[config.mk]
export PLATFORM = sky130hd
export DESIGN_NAME = atan2_arbiter_flat
export DESIGN_NICKNAME = d
export VERILOG_FILES = /design/src/rtl/atan2_arbiter_if.sv /design/src/rtl/atan2_arbiter.sv /design/src/flat_wrapper.sv
export SDC_FILE = /design/constraint.sdc
export NUM_CORES = 1
export LEC_CHECK = 0
export ABC_AREA = 0
export CAP_MARGIN = 10
export CORE_AREA = 10 10 156 158
export CTS_CLUSTER_SIZE = 28
export DETAILED_ROUTE_END_ITERATION = 16
export DIE_AREA = 0 0 166 168
export DONT_BUFFER_PORTS = 1
export SYNTH_ARGS = -nofsm -noshare
export SYNTH_HDL_FRONTEND = slang
export SYNTH_SLANG_ARGS = --single-unit
export TNS_END_PERCENT = 10
[constraint.sdc]
create_clock -name clk -period 2.9 [get_ports clk]
set_input_delay 0.29 -clock clk [delete_from_list [all_inputs] [get_ports clk]]
set_output_delay 0.29 -clock clk [all_outputs]
set_load 0.02 [all_outputs]
[src/rtl/atan2_arbiter_if.sv]
// atan2_arbiter_if: bundles the requester-side and Arctan2-unit-side signals
// of atan2_arbiter so they travel as one port.
//   slave  : arbiter view (takes requests/results, drives done/angle/unit ctrl)
//   master : environment view (requesters plus the shared Arctan2 unit)
// Signals:
//   req[1:0]             level request per requester
//   arg1_0/arg2_0        requester 0 operands (y, x as IEEE-754 double)
//   arg1_1/arg2_1        requester 1 operands
//   done[1:0]            one-cycle completion pulse to the served requester
//   angle[12:0]          signed Q3.10 result, held until the next done
//   err                  result came from a unit timeout
//   busy                 arbiter not idle
//   atan_arg1/atan_arg2  operands to the shared unit
//   atan_enable          one-cycle start pulse to the unit
//   atan_reset           active-high reset to the unit
//   atan_angle           unit result
//   atan_ready           unit result valid
interface atan2_arbiter_if;
  logic        [1:0]  req;
  logic        [63:0] arg1_0;
  logic        [63:0] arg2_0;
  logic        [63:0] arg1_1;
  logic        [63:0] arg2_1;
  logic        [1:0]  done;
  logic signed [12:0] angle;
  logic               err;
  logic               busy;
  logic        [63:0] atan_arg1;
  logic        [63:0] atan_arg2;
  logic               atan_enable;
  logic               atan_reset;
  logic signed [12:0] atan_angle;
  logic               atan_ready;

  modport slave (
    input  req, arg1_0, arg2_0, arg1_1, arg2_1, atan_angle, atan_ready,
    output done, angle, err, busy, atan_arg1, atan_arg2, atan_enable, atan_reset
  );

  modport master (
    output req, arg1_0, arg2_0, arg1_1, arg2_1, atan_angle, atan_ready,
    input  done, angle, err, busy, atan_arg1, atan_arg2, atan_enable, atan_reset
  );
endinterface

[src/rtl/atan2_arbiter.sv]
// atan2_arbiter: shares one Arctan2 unit between two requesters with
// round-robin arbitration, a WAIT watchdog and a unit-reset recovery path.
// Ports:
//   clk    single clock, rising edge
//   reset  asynchronous, active-low
//   bus    atan2_arbiter_if.slave (requests, operands, results, unit control)
// Parameters:
//   TIMEOUT     max WAIT cycles before the unit is declared hung
//   RST_CYCLES  cycles atan_reset is held high during recovery (>= 1)
module atan2_arbiter #(
  parameter int unsigned TIMEOUT    = 32,
  parameter int unsigned RST_CYCLES = 2
) (
  input  logic           clk,
  input  logic           reset,
  atan2_arbiter_if.slave bus
);

  localparam int unsigned TW = $clog2(TIMEOUT + 1);
  localparam int unsigned RW = $clog2(RST_CYCLES + 1);
  localparam logic [TW-1:0] TIMER_LAST = TW'(TIMEOUT - 1);
  localparam logic [RW-1:0] RCNT_LAST  = RW'(RST_CYCLES - 1);

  typedef enum logic [2:0] {IDLE, ISSUE, WAIT, DONE, RECOVER} state_t;

  state_t             state, state_nxt;
  logic               grant, grant_nxt;
  logic               last;          // requester served most recently
  logic        [63:0] hold1, hold2;
  logic [TW-1:0]      timer;
  logic [RW-1:0]      rcnt;
  logic signed [12:0] angle_q;
  logic               err_q;
  logic               atan_rst_q;
  logic        [1:0]  done_c;
  logic               enable_c;
  logic               timer_last;

  assign timer_last = (timer == TIMER_LAST);

  always_comb begin
    state_nxt = state;
    grant_nxt = grant;
    done_c    = '0;
    enable_c  = 1'b0;
    case (state)
      IDLE: begin
        if (|bus.req) begin
          state_nxt = ISSUE;
          case (bus.req)
            2'b01:   grant_nxt = 1'b0;
            2'b10:   grant_nxt = 1'b1;
            default: grant_nxt = ~last;
          endcase
        end
      end
      ISSUE: begin
        enable_c  = 1'b1;
        state_nxt = WAIT;
      end
      WAIT: begin
        // ready on the final watchdog cycle still counts as a normal result
        if (bus.atan_ready)   state_nxt = DONE;
        else if (timer_last)  state_nxt = RECOVER;
      end
      RECOVER: begin
        if (rcnt == RCNT_LAST) state_nxt = DONE;
      end
      DONE: begin
        done_c[grant] = 1'b1;
        state_nxt     = IDLE;
      end
      default: state_nxt = IDLE;
    endcase
  end

  always_ff @(posedge clk or negedge reset) begin
    if (!reset) begin
      state      <= IDLE;
      grant      <= 1'b0;
      last       <= 1'b1;   // makes requester 0 win the first tie
      hold1      <= '0;
      hold2      <= '0;
      timer      <= '0;
      rcnt       <= '0;
      angle_q    <= '0;
      err_q      <= 1'b0;
      atan_rst_q <= 1'b1;
    end else begin
      state      <= state_nxt;
      // registered so it is high throughout reset and exactly in RECOVER
      atan_rst_q <= (state_nxt == RECOVER);
      case (state)
        IDLE: begin
          if (|bus.req) begin
            grant <= grant_nxt;
            hold1 <= grant_nxt ? bus.arg1_1 : bus.arg1_0;
            hold2 <= grant_nxt ? bus.arg2_1 : bus.arg2_0;
          end
        end
        ISSUE: timer <= '0;
        WAIT: begin
          timer <= timer + TW'(1);
          if (bus.atan_ready) begin
            angle_q <= bus.atan_angle;
            err_q   <= 1'b0;
          end else if (timer_last) begin
            rcnt <= '0;
          end
        end
        RECOVER: begin
          rcnt <= rcnt + RW'(1);
          if (rcnt == RCNT_LAST) begin
            angle_q <= '0;
            err_q   <= 1'b1;
          end
        end
        DONE: last <= grant;
        default: ;
      endcase
    end
  end

  assign bus.done        = done_c;
  assign bus.angle       = angle_q;
  assign bus.err         = err_q;
  assign bus.busy        = (state != IDLE);
  assign bus.atan_arg1   = hold1;
  assign bus.atan_arg2   = hold2;
  assign bus.atan_enable = enable_c;
  assign bus.atan_reset  = atan_rst_q;

endmodule

[src/flat_wrapper.sv]
// flat-port wrapper written by rule: the top's interface ports become plain ports
module atan2_arbiter_flat 
#(
  parameter int unsigned TIMEOUT    = 32,
  parameter int unsigned RST_CYCLES = 2
)
  (clk, reset, bus_req, bus_arg1_0, bus_arg2_0, bus_arg1_1, bus_arg2_1, bus_atan_angle, bus_atan_ready, bus_done, bus_angle, bus_err, bus_busy, bus_atan_arg1, bus_atan_arg2, bus_atan_enable, bus_atan_reset);
  atan2_arbiter_if bus_i ();
  input  logic clk;
  input  logic reset;
  input wire logic [$bits(bus_i.req)-1:0] bus_req;
  input wire logic [$bits(bus_i.arg1_0)-1:0] bus_arg1_0;
  input wire logic [$bits(bus_i.arg2_0)-1:0] bus_arg2_0;
  input wire logic [$bits(bus_i.arg1_1)-1:0] bus_arg1_1;
  input wire logic [$bits(bus_i.arg2_1)-1:0] bus_arg2_1;
  input wire logic [$bits(bus_i.atan_angle)-1:0] bus_atan_angle;
  input wire logic [$bits(bus_i.atan_ready)-1:0] bus_atan_ready;
  output wire logic [$bits(bus_i.done)-1:0] bus_done;
  output wire logic [$bits(bus_i.angle)-1:0] bus_angle;
  output wire logic [$bits(bus_i.err)-1:0] bus_err;
  output wire logic [$bits(bus_i.busy)-1:0] bus_busy;
  output wire logic [$bits(bus_i.atan_arg1)-1:0] bus_atan_arg1;
  output wire logic [$bits(bus_i.atan_arg2)-1:0] bus_atan_arg2;
  output wire logic [$bits(bus_i.atan_enable)-1:0] bus_atan_enable;
  output wire logic [$bits(bus_i.atan_reset)-1:0] bus_atan_reset;
  assign bus_i.req = bus_req;
  assign bus_i.arg1_0 = bus_arg1_0;
  assign bus_i.arg2_0 = bus_arg2_0;
  assign bus_i.arg1_1 = bus_arg1_1;
  assign bus_i.arg2_1 = bus_arg2_1;
  assign bus_i.atan_angle = bus_atan_angle;
  assign bus_i.atan_ready = bus_atan_ready;
  assign bus_done = bus_i.done;
  assign bus_angle = bus_i.angle;
  assign bus_err = bus_i.err;
  assign bus_busy = bus_i.busy;
  assign bus_atan_arg1 = bus_i.atan_arg1;
  assign bus_atan_arg2 = bus_i.atan_arg2;
  assign bus_atan_enable = bus_i.atan_enable;
  assign bus_atan_reset = bus_i.atan_reset;
  atan2_arbiter #(.TIMEOUT(TIMEOUT), .RST_CYCLES(RST_CYCLES)) u_core (.clk(clk), .reset(reset), .bus(bus_i));
endmodule
==> summary.txt <==
Drt
  • 1st-iter DRT viols: 826
  • DR WL/cell: 24.4 um
  • Via density: 5.84
  • WL final: 27.0 mm
  • Total iterations of the first detailed-routing run: 5
  • DRC: 0
  • Final antenna-violating net count: 0
  • Via count: 6457

Cells and area
  • N_diodes: 0
  • Share of layout cells above drive strength 1: 0.0739
  • Final cell count without fillers: 1105
  • Area growth, synth to finish: 14.1%
  • Number of fill cells: 2135
  • Fin nets: 1090
  • Design area: 8480 sq um

Setup path
  • CP Class: flop to output pin
  • Max stage delay cell, worst path: nor3b_1
  • Crit path max-delay family: simple AND/OR/NAND/NOR gates
  • Crit-path max FO: 14
  • Req. time, crit path: 2.61 ns
  • R2R setup slack: 0.90 ns
  • Crit path launch type: flop
  • Worst EP arrival: 1.72 ns
  • Critical R2R Launch: u_core.state[2]
  • Worst path max stage delay: 0.76 ns
  • Crit. End Element: output pin
  • Cell Chain, Critical Path: nor3b_1
  • Worst flop-to-flop path endpoint: u_core.bus.atan_arg1[9]
  • R2R cell count: 5
  • Worst path bufs/invs: 0

Floorplanning
  • Initial Util: 0.347
  • Die ar.: 27900 sq um
  • Core ar.: 21400 sq um
  • Die W: 166 um
  • I/O Pins: 421
  • Rows: 54
  • Die H: 168 um

Clock tree
  • CTS resizes: 0
  • CTS clk-pin slew, worst paths: 0.08 ns
  • Clk Latency, worst-skew pair: 0.42 ns
  • Total CTS buffers: 17
  • H-tree depth: 4
  • CTS max path bufs: 2
  • Postcts setup bufs: 0
  • Clk sinks: 156
  • CTS tree: done
  • Post-cts hold buffer count: 25
  • Clk root buf: clkbuf_16

Placed design
  • PortBufs: 0
  • Detail Placement HPWL: 19.1 mm
  • Dpl cells: 1048
  • Placer Congestion: 0.825
  • Post-DP Area: 7640 sq um

STA
  • Maximum clock rate: 0.497 GHz
  • Final hold slack: -0.446 ns
  • Worst-Margin Slew: 0.849 ns
  • Clock Skews: 0.0118 ns
  • Final count of hold timing violations: 156
  • Setup TNS: 0 ns
  • Slew Viols, Final: 0
  • RSZ-0062 raised after global routing: false
  • Tmin final: 2.01 ns
  • Crit share post-route: 0.694
  • Slew HR: 0.432
  • Final Setup Violations: 0

Power
  • Max VDD drop: 597 uV
  • Final Power: 10.5 mW
  • PwrDens: 1240 nW/um^2
  • Pleak: 3.31 nW

Run status
  • Violated checks: hold timing
  • Outcome: finished with violations

GRT
  • Antenna violations before repair: 2
  • Vias in the first global route: 6340
  • Gr ovfl total: 0
  • Largest net degree at the start of global routing: 157
  • Global-route wire length before repair: 40.5 mm
  • All-Layer GR Usage: 0.181

Synth
  • Post-synth EDFFs: 0
  • Synth Cell Area: 7430 sq um
  • Seq cells post-synth: 156
  • Syn_nets: 1117
  • Post-synthesis sequential area ratio: 0.526
  • Ys flop type: dfrtp_1
  • Avg Inst Size Synth: 8.86 sq um
  • Synth async-reset ratio: 1.00
  • Synth cell types: 38
  • YS warnings: 0
  • Cell count after synthesis: 839

Worst hold path
  • Hold Crit Class: input port to async pin

Job
  • Max-Cap Viols: 0
[how the worst max path moves through the flow]
stage                          from                       end  slack (ns)  cells after the start
floorplan                bus_req[0]  u_core.bus.atan_arg2[15]        1.26                      8
global placement         bus_req[0]  u_core.bus.atan_arg2[30]        0.80                      6
detailed placement       bus_req[0]  u_core.bus.atan_arg2[30]        0.76                      6
CTS                 u_core.state[2]  u_core.bus.atan_arg1[13]        0.84                      5
global route        u_core.state[0]           bus_atan_enable        0.71                      1
finish              u_core.state[2]           bus_atan_enable        0.89                      1
[stage by stage]
step	util	worst slack (ns)
6_report	0.396	0.888
5_1_grt	0.396	0.708
4_1_cts	0.396	0.837
3_5_place_dp	0.357	0.760
3_3_place_gp	0.357	0.804
2_1_floorplan	-	1.26
[sequential cells by signal (all words and copies together), names as in the netlist, 2 cells and up]
name and flops:
u_core.bus.atan_arg2 64, u_core.bus.angle 13, u_core.bus.atan_arg1 64, u_core.state 3, u_core.timer 6, u_core.rcnt 2
[synthesized netlist by cell type (2+ instances only)]
master    instances  area share
a211oi_1          2      0.0020
a21o_1            2      0.0020
a22o_1           15       0.018
a31oi_1         131        0.11
buf_2            35       0.024
buf_4             3      0.0030
clkbuf_1         54       0.027
dfrtp_1         154        0.52
dfstp_2           2      0.0071
ha_1              4      0.0067
inv_1             4      0.0020
mux2i_1           2      0.0027
nand2_1           7      0.0035
nand2b_1          3      0.0025
nand3_1         131       0.088
nand3b_1          3      0.0030
nor2_1          133       0.067
nor2b_1           2      0.0017
nor3b_1           2      0.0020
o21ai_0         129       0.087
o21ai_1           2      0.0013
o21bai_1          2      0.0020
xnor2_1           2      0.0024
[cell usage in the layout, fill, tap and decap left out, types with 6 or more instances in the layout]
cell type / instances
buf_12: 6
a22o_1: 15
o21ai_0: 129
clkbuf_16: 17
inv_8: 6
buf_4: 15
nand2_1: 7
nor2_1: 133
dfrtp_1: 154
dlygate4sd3_1: 25
nand3_1: 131
a31oi_1: 131
[final cells by class]
type / count / area (sq um) / area share
multi-input combinational: 587 / 3130 / 0.370
clock buffer: 17 / 425 / 0.0502
inverter: 4 / 15.0 / 0.00177
sequential: 156 / 3910 / 0.461
timing repair buffer: 46 / 483 / 0.0570
clock inverter: 15 / 165 / 0.0195
tap: 280 / 350 / 0.0413
[where the power goes]
| group | internal [mW] | switching, mW |
|---|---|---|
| logic | 1.18 | 1.68 |
| registers | 3.22 | 2.17 |
| clock network | 1.16 | 1.09 |
| total | 5.56 | 4.94 |
[per-layer routing]
metal / part of all wire / vias up / global-route usage / wire (um)
met1: 0.38 / 3102 / 0.210 / 10200
met4: 0.016 / 4 / 0.0478 / 422
met5: 0.0012 / - / 0 / 32
met2: 0.49 / 328 / 0.292 / 13300
met3: 0.11 / 30 / 0.0885 / 3050
li1: - / 2993 / - / -
[kinds of logic after synthesis]
kind of cell / after synthesis / synth area share
DFF: 156 / 0.526
xor gates and xnor gates: 2 / 0.00236
adders and majority gates: 4 / 0.00674
buffers and inverters: 96 / 0.0559
AOI/OAI and AO/OA: 286 / 0.225
muxes: 2 / 0.00269
and+or+nand+nor: 293 / 0.182
No activity file was read; power rests on OpenSTA's default activity.
